<file path="src/rtl/core_reset_pkg.sv">
// Shared types and elaboration helpers for the core reset sequencer.
package core_reset_pkg;

  typedef enum logic [1:0] {HOLD, RELEASE, RUN, SWRST} reset_seq_state_t;

  // Upper bound on outputs per instance; release offsets are packed into this many slots.
  localparam int MAX_OUTPUTS = 32;
  typedef logic [MAX_OUTPUTS-1:0][31:0] rel_vec_t;

  function automatic int max_release(input rel_vec_t rel, input int n);
    int m;
    m = 0;
    for (int i = 0; i < MAX_OUTPUTS; i++) begin
      if (i < n && int'(rel[i]) > m) m = int'(rel[i]);
    end
    return m;
  endfunction

  function automatic int cnt_width(input int max_val);
    return (max_val < 1) ? 1 : $clog2(max_val + 1);
  endfunction

endpackage

</file>
<file path="src/rtl/core_bit_sync.sv">
// Single-bit multi-flop synchroniser with asynchronous active-low reset.
module core_bit_sync #(
  parameter int   DEPTH   = 2,
  parameter logic RST_VAL = 1'b0
) (
  input  logic i_clk,
  input  logic i_arst_n,
  input  logic i_d,
  output logic o_q
);

  logic [DEPTH-1:0] sync_q;

  always_ff @(posedge i_clk or negedge i_arst_n) begin
    if (!i_arst_n) begin
      sync_q <= {DEPTH{RST_VAL}};
    end else begin
      sync_q[0] <= i_d;
      for (int i = 1; i < DEPTH; i++) sync_q[i] <= sync_q[i-1];
    end
  end

  assign o_q = sync_q[DEPTH-1];

endmodule

</file>
<file path="src/rtl/core_reset_seq.sv">
// Staggered reset sequencer for one clock domain, gated by a filtered PLL lock.
// Define CORE_RESET_SEQ_LOSS_CNT_EN to build the saturating lock-loss counter.
module core_reset_seq
  import core_reset_pkg::*;
#(
  parameter int NUM_OUTPUTS                      = 1,
  parameter int RELEASE_CLKS [0:NUM_OUTPUTS-1]   = '{default:0},
  parameter int LOCK_FILT_CLKS                   = 16,
  parameter int SW_RST_CLKS                      = 16,
  parameter int LOSS_CNT_BITS                    = 8
) (
  input  logic                     i_clk,
  input  logic                     i_arst_n,
  input  logic                     i_pll_locked,
  input  logic                     i_sw_rst_req,
  output logic [NUM_OUTPUTS-1:0]   o_srsts,
  output logic                     o_seq_done,
  output logic [LOSS_CNT_BITS-1:0] o_lock_loss_cnt,
  output reset_seq_state_t         o_dbg_state
);

  // NUM_OUTPUTS must not exceed MAX_OUTPUTS.
  function automatic rel_vec_t pack_rel();
    rel_vec_t v;
    v = '0;
    for (int i = 0; i < NUM_OUTPUTS; i++) v[i] = RELEASE_CLKS[i];
    return v;
  endfunction

  localparam int MAX_REL = max_release(pack_rel(), NUM_OUTPUTS);
  localparam int FILT_W  = cnt_width(LOCK_FILT_CLKS);
  localparam int REL_W   = cnt_width(MAX_REL);
  localparam int SW_W    = cnt_width(SW_RST_CLKS - 1);

  localparam logic [FILT_W-1:0] FILT_LAST = FILT_W'(LOCK_FILT_CLKS - 1);
  localparam logic [REL_W-1:0]  REL_LAST  = REL_W'(MAX_REL);
  localparam logic [SW_W-1:0]   SW_LAST   = SW_W'(SW_RST_CLKS - 1);

  logic                   lock_s;
  reset_seq_state_t       state_q, state_d;
  logic [FILT_W-1:0]      filt_q;
  logic [REL_W-1:0]       rel_q;
  logic [SW_W-1:0]        sw_q;
  logic [NUM_OUTPUTS-1:0] srsts_q, srsts_d;
  logic                   done_q;

  core_bit_sync #(.DEPTH(2), .RST_VAL(1'b0)) u_lock_sync (
    .i_clk    (i_clk),
    .i_arst_n (i_arst_n),
    .i_d      (i_pll_locked),
    .o_q      (lock_s)
  );

  // Lock loss outranks a software request in every non-HOLD state.
  always_comb begin
    state_d = state_q;
    case (state_q)
      HOLD:    if (lock_s && filt_q == FILT_LAST) state_d = RELEASE;
      RELEASE: begin
        if (!lock_s)                state_d = HOLD;
        else if (i_sw_rst_req)      state_d = SWRST;
        else if (rel_q == REL_LAST) state_d = RUN;
      end
      RUN: begin
        if (!lock_s)           state_d = HOLD;
        else if (i_sw_rst_req) state_d = SWRST;
      end
      SWRST: begin
        if (!lock_s)              state_d = HOLD;
        else if (sw_q == SW_LAST) state_d = RELEASE;
      end
      default: state_d = HOLD;
    endcase
  end

  // Outputs are registered from the next state so assertion lands on the deciding edge.
  always_comb begin
    srsts_d = '1;
    case (state_d)
      RELEASE: begin
        if (state_q == RELEASE) begin
          for (int i = 0; i < NUM_OUTPUTS; i++)
            srsts_d[i] = srsts_q[i] & (int'(rel_q) != RELEASE_CLKS[i]);
        end
      end
      RUN:     srsts_d = '0;
      default: srsts_d = '1;
    endcase
  end

  always_ff @(posedge i_clk or negedge i_arst_n) begin
    if (!i_arst_n) begin
      state_q <= HOLD;
      srsts_q <= '1;
      done_q  <= 1'b0;
      filt_q  <= '0;
      rel_q   <= '0;
      sw_q    <= '0;
    end else begin
      state_q <= state_d;
      srsts_q <= srsts_d;
      done_q  <= (state_d == RUN);
      filt_q  <= (state_q == HOLD && lock_s) ? filt_q + 1'b1 : '0;
      rel_q   <= (state_q == RELEASE) ? rel_q + 1'b1 : '0;
      sw_q    <= (state_q == SWRST) ? sw_q + 1'b1 : '0;
    end
  end

`ifdef CORE_RESET_SEQ_LOSS_CNT_EN
  logic                     lock_loss;
  logic [LOSS_CNT_BITS-1:0] loss_cnt_q;

  assign lock_loss = (state_q != HOLD) && !lock_s;

  always_ff @(posedge i_clk or negedge i_arst_n) begin
    if (!i_arst_n)                       loss_cnt_q <= '0;
    else if (lock_loss && ~&loss_cnt_q)  loss_cnt_q <= loss_cnt_q + 1'b1;
  end

  assign o_lock_loss_cnt = loss_cnt_q;
`else
  assign o_lock_loss_cnt = '0;
`endif

  assign o_srsts     = srsts_q;
  assign o_seq_done  = done_q;
  assign o_dbg_state = state_q;

endmodule

</file>
<file path="config.mk">
export PLATFORM = sky130hd
export DESIGN_NAME = core_reset_seq
export DESIGN_NICKNAME = d
export VERILOG_FILES = /design/src/rtl/core_reset_pkg.sv /design/src/rtl/core_bit_sync.sv /design/src/rtl/core_reset_seq.sv
export SDC_FILE = /design/constraint.sdc
export NUM_CORES = 1
export LEC_CHECK = 0
export ABC_AREA = 1
export BUFFER_PORTS_ARGS = -buffer_cell sky130_fd_sc_hd__buf_4
export CORE_MARGIN = 10
export CORE_UTILIZATION = 40
export DETAILED_ROUTE_END_ITERATION = 10
export PLACE_DENSITY = 0.63
export SYNTH_ARGS = -nofsm -noshare
export SYNTH_HDL_FRONTEND = slang
export SYNTH_SLANG_ARGS = --single-unit
</file>
<file path="constraint.sdc">
create_clock -name i_clk -period 1.6 [get_ports i_clk]
set_input_delay 0.4 -clock i_clk [delete_from_list [all_inputs] [get_ports i_clk]]
set_output_delay 0.4 -clock i_clk [all_outputs]
set_load 0.01 [all_outputs]
</file>
==> flow_summary.yaml, run 1 <==
status:
  status: "finished clean"
global_route:
  overflow: 0
  antenna_found_initial: 0
  grt_pass1_wl_um: 2270
  track_usage: 0.0681
  grt_max_degree: 17
  grt_pass1_vias: 549
worst_setup_path:
  cp_data_arrival_time_ps: 1630
  r2r_cells: 10
  r2r-end: "o_srsts"
  reg2reg_from: "filt_q[0]"
  crit_required_ps: 1830
  crit_fanout: 3
  crit_type: "flip-flop to flip-flop"
  r2r_slack_ps: 200
  crit_path_start_kind: "flip-flop"
  end_kind: "flip-flop"
die:
  start_util: 0.430
  die_x_um: 63.6
  core_area_sq_um: 1760
  die-area_sq_um: 4040
  rows: 15
  io_pins: 16
  fp.dieH_um: 63.6
routing:
  avgViaCountPerCell: 4.16
  ant_nets: 0
  wl_per_cell_um: 10.4
  num_vias: 491
  drtIter0Drc: 13
  drc: 0
  finalWirelength_um: 1230
  first_pass_iters: 3
timing:
  slew_violations: 0
  skew_ps: 2.13
  hold_viol_final: 0
  setup_viol: 0
  tns_ps: 0
  fin_crit_ps: 1400
  fmax_mhz: 714
  fin_crit_sh: 0.875
  fin_ws_ps: 200
  rsz0062_at_grt: "false"
hold_path:
  holdPathEnd: "u_lock_sync.sync_q[0]"
  hold_depth: 1
  hp-start: "i_pll_locked"
  hold_class: "input pin to flip-flop"
clock_network:
  post-cts-setup-buffers: 0
  hold_buffers: 1
  clk_path_buf_depth: 2
  cts_htree_levels: 1
  root_buffer: "clkbuf_4"
  clkSinkCount: 16
  cts_buffers: 3
  clkTransAtPathRegs_ps: 90
  cts_tree: "done"
  cts_resized: 0
  clkLatencyLatePin_ps: 290
cells_and_area:
  diodes: 0
  postLayoutCellArea_sq_um: 856
  drive_gt1_frac: 0.204
  final_common_cell: "dfrtp_1"
  layout_common_cells: "15 x dfrtp_1, 14 x nor2_1, 12 x nand2_1, 11 x inv_1, 8 x conb_1"
  fin_nets: 101
  syn_to_final_growth_pct: 12.7
power_and_ir_drop:
  p_leak_nw: 0.434
  pwr_density_cell_nw_per_um2: 848
  ir_worst_vdd_mv: 0.585
placement:
  place_ws_ps: 199
  numPortBuffers: 7
  place.gp.congestion: 0.778
  dp_hpwl_um: 939
  dpl-instance-area_sq_um: 810
synthesis:
  ys_warn_count: 0
  ys_ff_latch: 16
  ys_seq_area_frac: 0.529
  synth.cell_area_sq_um: 759
  synthDistinctLibCells: 18
  syn_avg_cell_area_sq_um: 9.26
  syn_inst: 82
run:
  cap_violations: 0
-- how the worst max path moves through the flow --
stage | start | endpoint | cells past startpoint
after detailed placement | filt_q[0] | o_srsts | 9
final | filt_q[0] | o_srsts | 10
after global placement | filt_q[0] | o_srsts | 9
after CTS | filt_q[0] | o_srsts | 10
after global routing | filt_q[0] | o_srsts | 10
after floorplan | filt_q[0] | o_srsts | 9
-- area by class of cell --
| class | instances | area [sq um] |
|---|---|---|
| fillers | 181 | 908 |
| flip-flops and latches | 16 | 402 |
| multi-input cells | 53 | 279 |
| repair buffers | 8 | 62.6 |
| inverters | 12 | 45.0 |
| clock buffers | 4 | 36.3 |
| well taps | 25 | 31.3 |
-- cells by family after synthesis --
kind of cell | Yosys count | share of synthesized area
buffers and inverters | 20 | 0.138
DFF | 16 | 0.529
other | 1 | 0.00494
xor gates and xnor gates | 1 | 0.0115
and+or+nand+nor | 37 | 0.216
adders and majority gates | 3 | 0.0494
AOI/OAI and AO/OA | 4 | 0.0511
-- cell usage after synthesis (all sizes together) --
cell type	number	area [sq um]
dfstp	1	26.3
nand2	15	63.8
nand3	4	20.0
nor3b	2	15.0
a21boi	1	7.51
buf	8	60.1
nor2	16	65.1
o21bai	2	26.3
dfrtp	15	375
ha	3	37.5
inv	12	45.0
a21oi	1	5.00
conb	1	3.75
xor2	1	8.76
-- per-layer routing --
layer / routed length [um] / GRT usage / part of all wire
met2: 563 / 0.108 / 0.46
met5: 0 / 0 / 0
met1: 532 / 0.0716 / 0.43
met3: 103 / 0.0318 / 0.084
met4: 32 / 0.0410 / 0.026
-- metrics by stage --
stage	util	std cells	hold slack, ps	power [mW]
finish	0.485	118	209	0.726
global route	0.485	118	201	0.756
CTS	0.485	118	205	0.736
detailed placement	0.459	113	269	0.463
global placement	0.459	113	267	0.461
floorplan	-	89	104	0.460
-- sequential cells by signal, indices dropped and copies added, names as in the netlist --
signal	count
sw_q	4
o_seq_done	1
u_lock_sync.sync_q	2
o_dbg_state	2
filt_q	5
rel_q	1
o_srsts	1
-- critical path, cell delays in order, from the launching register on --
cell and delay [ps]:
dfrtp_1 390, ha_1 170, nand2_1 60, nor2_1 90, ha_1 150, inv_1 40, a21boi_1 130, nand2_1 110
nand2_2 80, inv_2 40, nor2_2 90
-- power breakdown --
part           switching [mW]  internal, mW
sequential            0.00601         0.413
clock                   0.130         0.139
combinational          0.0255        0.0129
total                   0.162         0.564
(Power assumes the default switching activity.)
==> inputs of run 2 (changes only) <==
- CORE_UTILIZATION: 40 -> 51
- GPL_ROUTABILITY_DRIVEN: default -> 0
- PLACE_DENSITY: 0.63 -> 0.76
==> run 2 against run 1 <==
Power shrank 7.4%. Sequential share of layout area rose by 1.3 points. Clock power down 20%. Highest routed layer unchanged. Cell area is 2.6% lower. Hold slack improved by 11 ps. Global-route usage up 0.68 points. Core utilization grew 13 points. Largest cell class unchanged. Routed wire length decreased by 4.1%. Critical path depth unchanged. Critical endpoint unchanged. Die area down 15%. Sequential cell count unchanged. Worst setup slack better by 22 ps.
==> flow_summary.yaml, run 2 (synthesis results as in run 1) <==
worst_setup_path:
  crit_fanout: 3
  end_kind: "flip-flop"
  r2r_slack_ps: 220
  cp_data_arrival_time_ps: 1600
  reg2reg_from: "filt_q[0]"
  max_stage_delay_ps: 370
  r2r-end: "o_srsts"
  critPathTopFamily: "simple AND/OR/NAND/NOR gates"
  crit_required_ps: 1820
  crit_type: "flip-flop to flip-flop"
  path_cells: "ha_1 -> nand2_1 -> nor2_1 -> ha_1 -> inv_1 -> a21boi_1 -> nand2_1 -> nand2_2 -> inv_2 -> nor2_2"
  crit_buf_inv: 2
  crit_end: "o_srsts"
  crit_path_start_kind: "flip-flop"
  critPathSlowestCell: "dfrtp_1"
  cp.depth: 10
  r2r_cells: 10
  startpoint: "filt_q[0]"
timing:
  skew_ps: 1.36
  setup_viol: 0
  whs_ps: 221
  hold_viol_final: 0
  slew_violations: 0
  tns_ps: 0
  fin_ws_ps: 222
  fmax_mhz: 726
  rsz0062_at_grt: "false"
  fin_crit_ps: 1380
  fin_crit_sh: 0.861
placement:
  dpl-instance-area_sq_um: 797
  dp_cells: 103
  numPortBuffers: 7
  place_ws_ps: 233
  dp_hpwl_um: 937
routing:
  num_vias: 490
  drtIter0Drc: 9
  avgViaCountPerCell: 4.54
  wl_per_cell_um: 10.9
  finalWirelength_um: 1180
  first_pass_iters: 4
  ant_nets: 0
  drc: 0
cells_and_area:
  largest_reg_flops: 5
  fin_nets: 101
  seq_area_sq_um: 402
  layoutNonFillerInstCount: 108
  syn_to_final_growth_pct: 9.72
  layout_common_cells: "15 x dfrtp_1, 14 x nor2_1, 12 x nand2_1, 11 x inv_1, 8 x conb_1"
  multiInputGateArea_sq_um: 279
  regMostFlops: "filt_q"
  drive_gt1_frac: 0.194
  diodes: 0
  top_regs: "filt_q: 5 flops, sw_q: 4 flops"
  final_common_cell: "dfrtp_1"
  utilization: 0.617
  postLayoutCellArea_sq_um: 833
  n_fill_cell: 110
global_route:
  grt_pass1_vias: 469
  grt_max_degree: 17
  track_usage: 0.0749
  grt_use_met3: 0.0343
  use_met1: 0.0909
  grt_pass1_wl_um: 2060
  gr-usage-met2: 0.112
  overflow: 0
  busiest_layer: "met2"
  antenna_found_initial: 0
die:
  die_x_um: 58.6
  io_pins: 16
  start_util: 0.563
  rows: 13
  die-area_sq_um: 3430
  fp.dieH_um: 58.6
  core_area_sq_um: 1350
clock_network:
  root_buffer: "clkbuf_4"
  cts_resized: 0
  cts_buffers: 3
  clk_path_buf_depth: 2
  cts_htree_levels: 1
  clkTransAtPathRegs_ps: 90
  cts_tree: "done"
  clkLatencyLatePin_ps: 280
  clkSinkCount: 16
power_and_ir_drop:
  power_frac_clock: 0.320
  ir_worst_vdd_mv: 0.595
  p_comb_frac: 0.057
  p_int_mw: 0.522
  power_frac_seq: 0.623
  p_sw_mw: 0.150
  p_leak_nw: 0.428
  swShare: 0.223
  pwr_density_cell_nw_per_um2: 807
  total_power_mw: 0.672
hold_path:
  hold_class: "input pin to flip-flop"
run:
  cap_violations: 0
status:
  status: "finished clean"
-- run 2: worst min path at each step --
stage | slack [ps] | endpoint | depth (start not counted) | from
floorplan | 100 | filt_q[0] | 0 | i_arst_n
global placement | 260 | sw_q[2] | 1 | i_arst_n
detailed placement | 270 | sw_q[3] | 1 | i_arst_n
CTS | 220 | u_lock_sync.sync_q[0] | 1 | i_pll_locked
global route | 210 | u_lock_sync.sync_q[0] | 1 | i_pll_locked
finish | 220 | u_lock_sync.sync_q[0] | 1 | i_pll_locked
-- run 2: routing by layer --
metal	wire length [um]	up-vias
met2	480	14
met3	119	4
met1	557	216
li1	-	256
met4	23	0
met5	0	-
-- run 2: layout make-up --
type,instances,area share
Clock buffer,4,0.0315
Sequential cell,16,0.482
Inverter,12,0.0541
Multi-Input combinational cell,53,0.335
Tap cell,15,0.0225
Timing Repair Buffer,8,0.0751
-- run 2: timing repair --
item | 4_1_cts | 5_1_grt
setup endpoints to repair | 0 | 0
buffers inserted | 0 | 0
endpoints found under the hold margin | 15 | 0
hold buffers | 1 | 0
-- run 2: power groups by stage --
stage / combinational, mW / clock [mW] / sequential [mW]
global placement: 0.0347 / 0 / 0.426
detailed placement: 0.0353 / 0 / 0.427
floorplan: 0.0344 / 0 / 0.425
global route: 0.0453 / 0.235 / 0.420
finish: 0.0383 / 0.215 / 0.419
CTS: 0.0384 / 0.221 / 0.419
==> inputs of run 3 (changes only) <==
- CORE_UTILIZATION: 51 -> 54
- CTS_BUF_LIST: default -> sky130_fd_sc_hd__clkbuf_4
- GPL_TIMING_DRIVEN: default -> 0
- PLACE_DENSITY: 0.76 -> 0.8
- SKIP_LAST_GASP: default -> 1
==> run 3 against run 2 <==
Sequential share of layout area down 3.2 points. Clock power down 4%. First-iteration DRC count unchanged. Clock skew up 3.2 ps. Combinational power up 38%. Critical path depth unchanged. Worst setup slack better by 0.90 ps. Via count up 4.3%. Critical endpoint unchanged.
==> flow_summary.yaml, run 3 (synthesis results as in run 1) <==
die:
  core_area_sq_um: 1320
  io_pins: 16
  die-area_sq_um: 3310
  start_util: 0.576
  die_x_um: 57.5
  rows: 13
  fp.dieH_um: 57.5
global_route:
  use_met1: 0.0780
  grt_pass1_wl_um: 2170
  busiest_layer: "met2"
  grt_max_degree: 17
  antenna_found_initial: 0
  overflow: 0
  track_usage: 0.0792
  gr-usage-met2: 0.146
  grt_use_met3: 0.0354
  grt_pass1_vias: 525
clock_network:
  clkSinkCount: 16
  clkTransAtPathRegs_ps: 90
  cts_tree: "done"
  post-cts-setup-buffers: 0
  clkLatencyLatePin_ps: 270
  clk_path_buf_depth: 2
  root_buffer: "clkbuf_4"
  cts_buffers: 3
  cts_htree_levels: 1
cells_and_area:
  fin_nets: 109
  layoutNonFillerInstCount: 116
  layout_common_cells: "15 x buf_4, 15 x dfrtp_1, 14 x nor2_1, 12 x nand2_1, 11 x inv_1"
  largest_reg_flops: 5
  top_regs: "filt_q: 5 flops, sw_q: 4 flops"
  regMostFlops: "filt_q"
  syn_to_final_growth_pct: 17.6
  postLayoutCellArea_sq_um: 893
  n_fill_cell: 111
  diodes: 0
  seq_area_sq_um: 402
  drive_gt1_frac: 0.257
  multiInputGateArea_sq_um: 279
routing:
  drtIter0Drc: 9
  avgViaCountPerCell: 4.41
  wl_per_cell_um: 10.3
  drc: 0
  first_pass_iters: 4
  num_vias: 511
  finalWirelength_um: 1190
  ant_nets: 0
worst_setup_path:
  cp_data_arrival_time_ps: 1600
  end_kind: "flip-flop"
  r2r_cells: 10
  crit_type: "flip-flop to flip-flop"
  crit_required_ps: 1820
  crit_path_start_kind: "flip-flop"
  crit_fanout: 3
timing:
  slew_violations: 0
  rsz0062_at_grt: "false"
  hold_viol_final: 0
  fin_crit_ps: 1380
  setup_viol: 0
  fmax_mhz: 726
  tns_ps: 0
  fin_crit_sh: 0.861
  skew_ps: 4.60
placement:
  numPortBuffers: 7
  dp_cells: 111
  dp_hpwl_um: 953
  dpl-instance-area_sq_um: 857
status:
  status: "finished clean"
power_and_ir_drop:
  total_power_mw: 0.679
  pwr_density_cell_nw_per_um2: 760
  ir_worst_vdd_mv: 0.846
  p_leak_nw: 0.472
hold_path:
  hold_depth: 1
  hold_class: "input pin to flip-flop"
run:
  cap_violations: 0
run 3: changes by cell type in the layout (fill, tap and decap cells not counted), sizes merged:
| cell | delta |
|---|---|
| clkbuf | -1 |
| clkinv | +1 |
| buf | +8 |
run 3: where the power goes:
part           leakage, nW  switching [mW]  total, mW  internal, mW
combinational        0.244          0.0278     0.0530        0.0252
clock               0.0154           0.117      0.207        0.0902
sequential           0.213         0.00549      0.418         0.413
total                0.472           0.150      0.679         0.528
run 3: what timing repair did:
item / in CTS / in global routing
hold endpoints to repair: 15 / 0
hold buffers: 1 / 0
gates resized for setup: 0 / 0
run 3: final timing paths:
| path | end | start | slack, ps |
|---|---|---|---|
| min in group asynchronous | sw_q[1] | i_arst_n | 510 |
| worst min register to register | u_lock_sync.sync_q[1] | u_lock_sync.sync_q[0] | 370 |
| max in group asynchronous | o_srsts | i_arst_n | 850 |
| worst max register to register | o_srsts | filt_q[0] | 220 |
| worst min-delay path | u_lock_sync.sync_q[0] | i_pll_locked | 230 |
| worst max-delay path | o_srsts | filt_q[0] | 220 |
run 3: metal layers:
metal  vias up  wire length (um)
li1        268                 -
met1       231               468
met2        10               616
met3         2                97
met4         0                12
met5         -                 0
run 3: final cells by class:
class,instances,area share
flip-flops and latches,16,0.450
multi-input cells,53,0.312
repair buffers,8,0.0700
plain buffers,8,0.0672
inverters,12,0.0504
clock buffers,3,0.0252
well taps,15,0.0210
clock inverters,1,0.00420
run 3: worst max-delay path, stage by stage, from the launching register on:
cell	delay, ps
dfrtp_1	380
ha_1	170
nand2_1	60
nor2_1	90
ha_1	140
inv_1	40
a21boi_1	120
nand2_1	120
nand2_2	80
inv_2	40
nor2_2	90
run 3: stage by stage:
| stage | utilization | worst slack [ps] | hold slack [ps] |
|---|---|---|---|
| final | 0.678 | 223 | 233 |
| after global routing | 0.678 | 19.2 | 217 |
| after CTS | 0.678 | 206 | 231 |
| after detailed placement | 0.651 | 229 | 269 |
| after global placement | 0.651 | 241 | 267 |
| after floorplan | - | 341 | 104 |
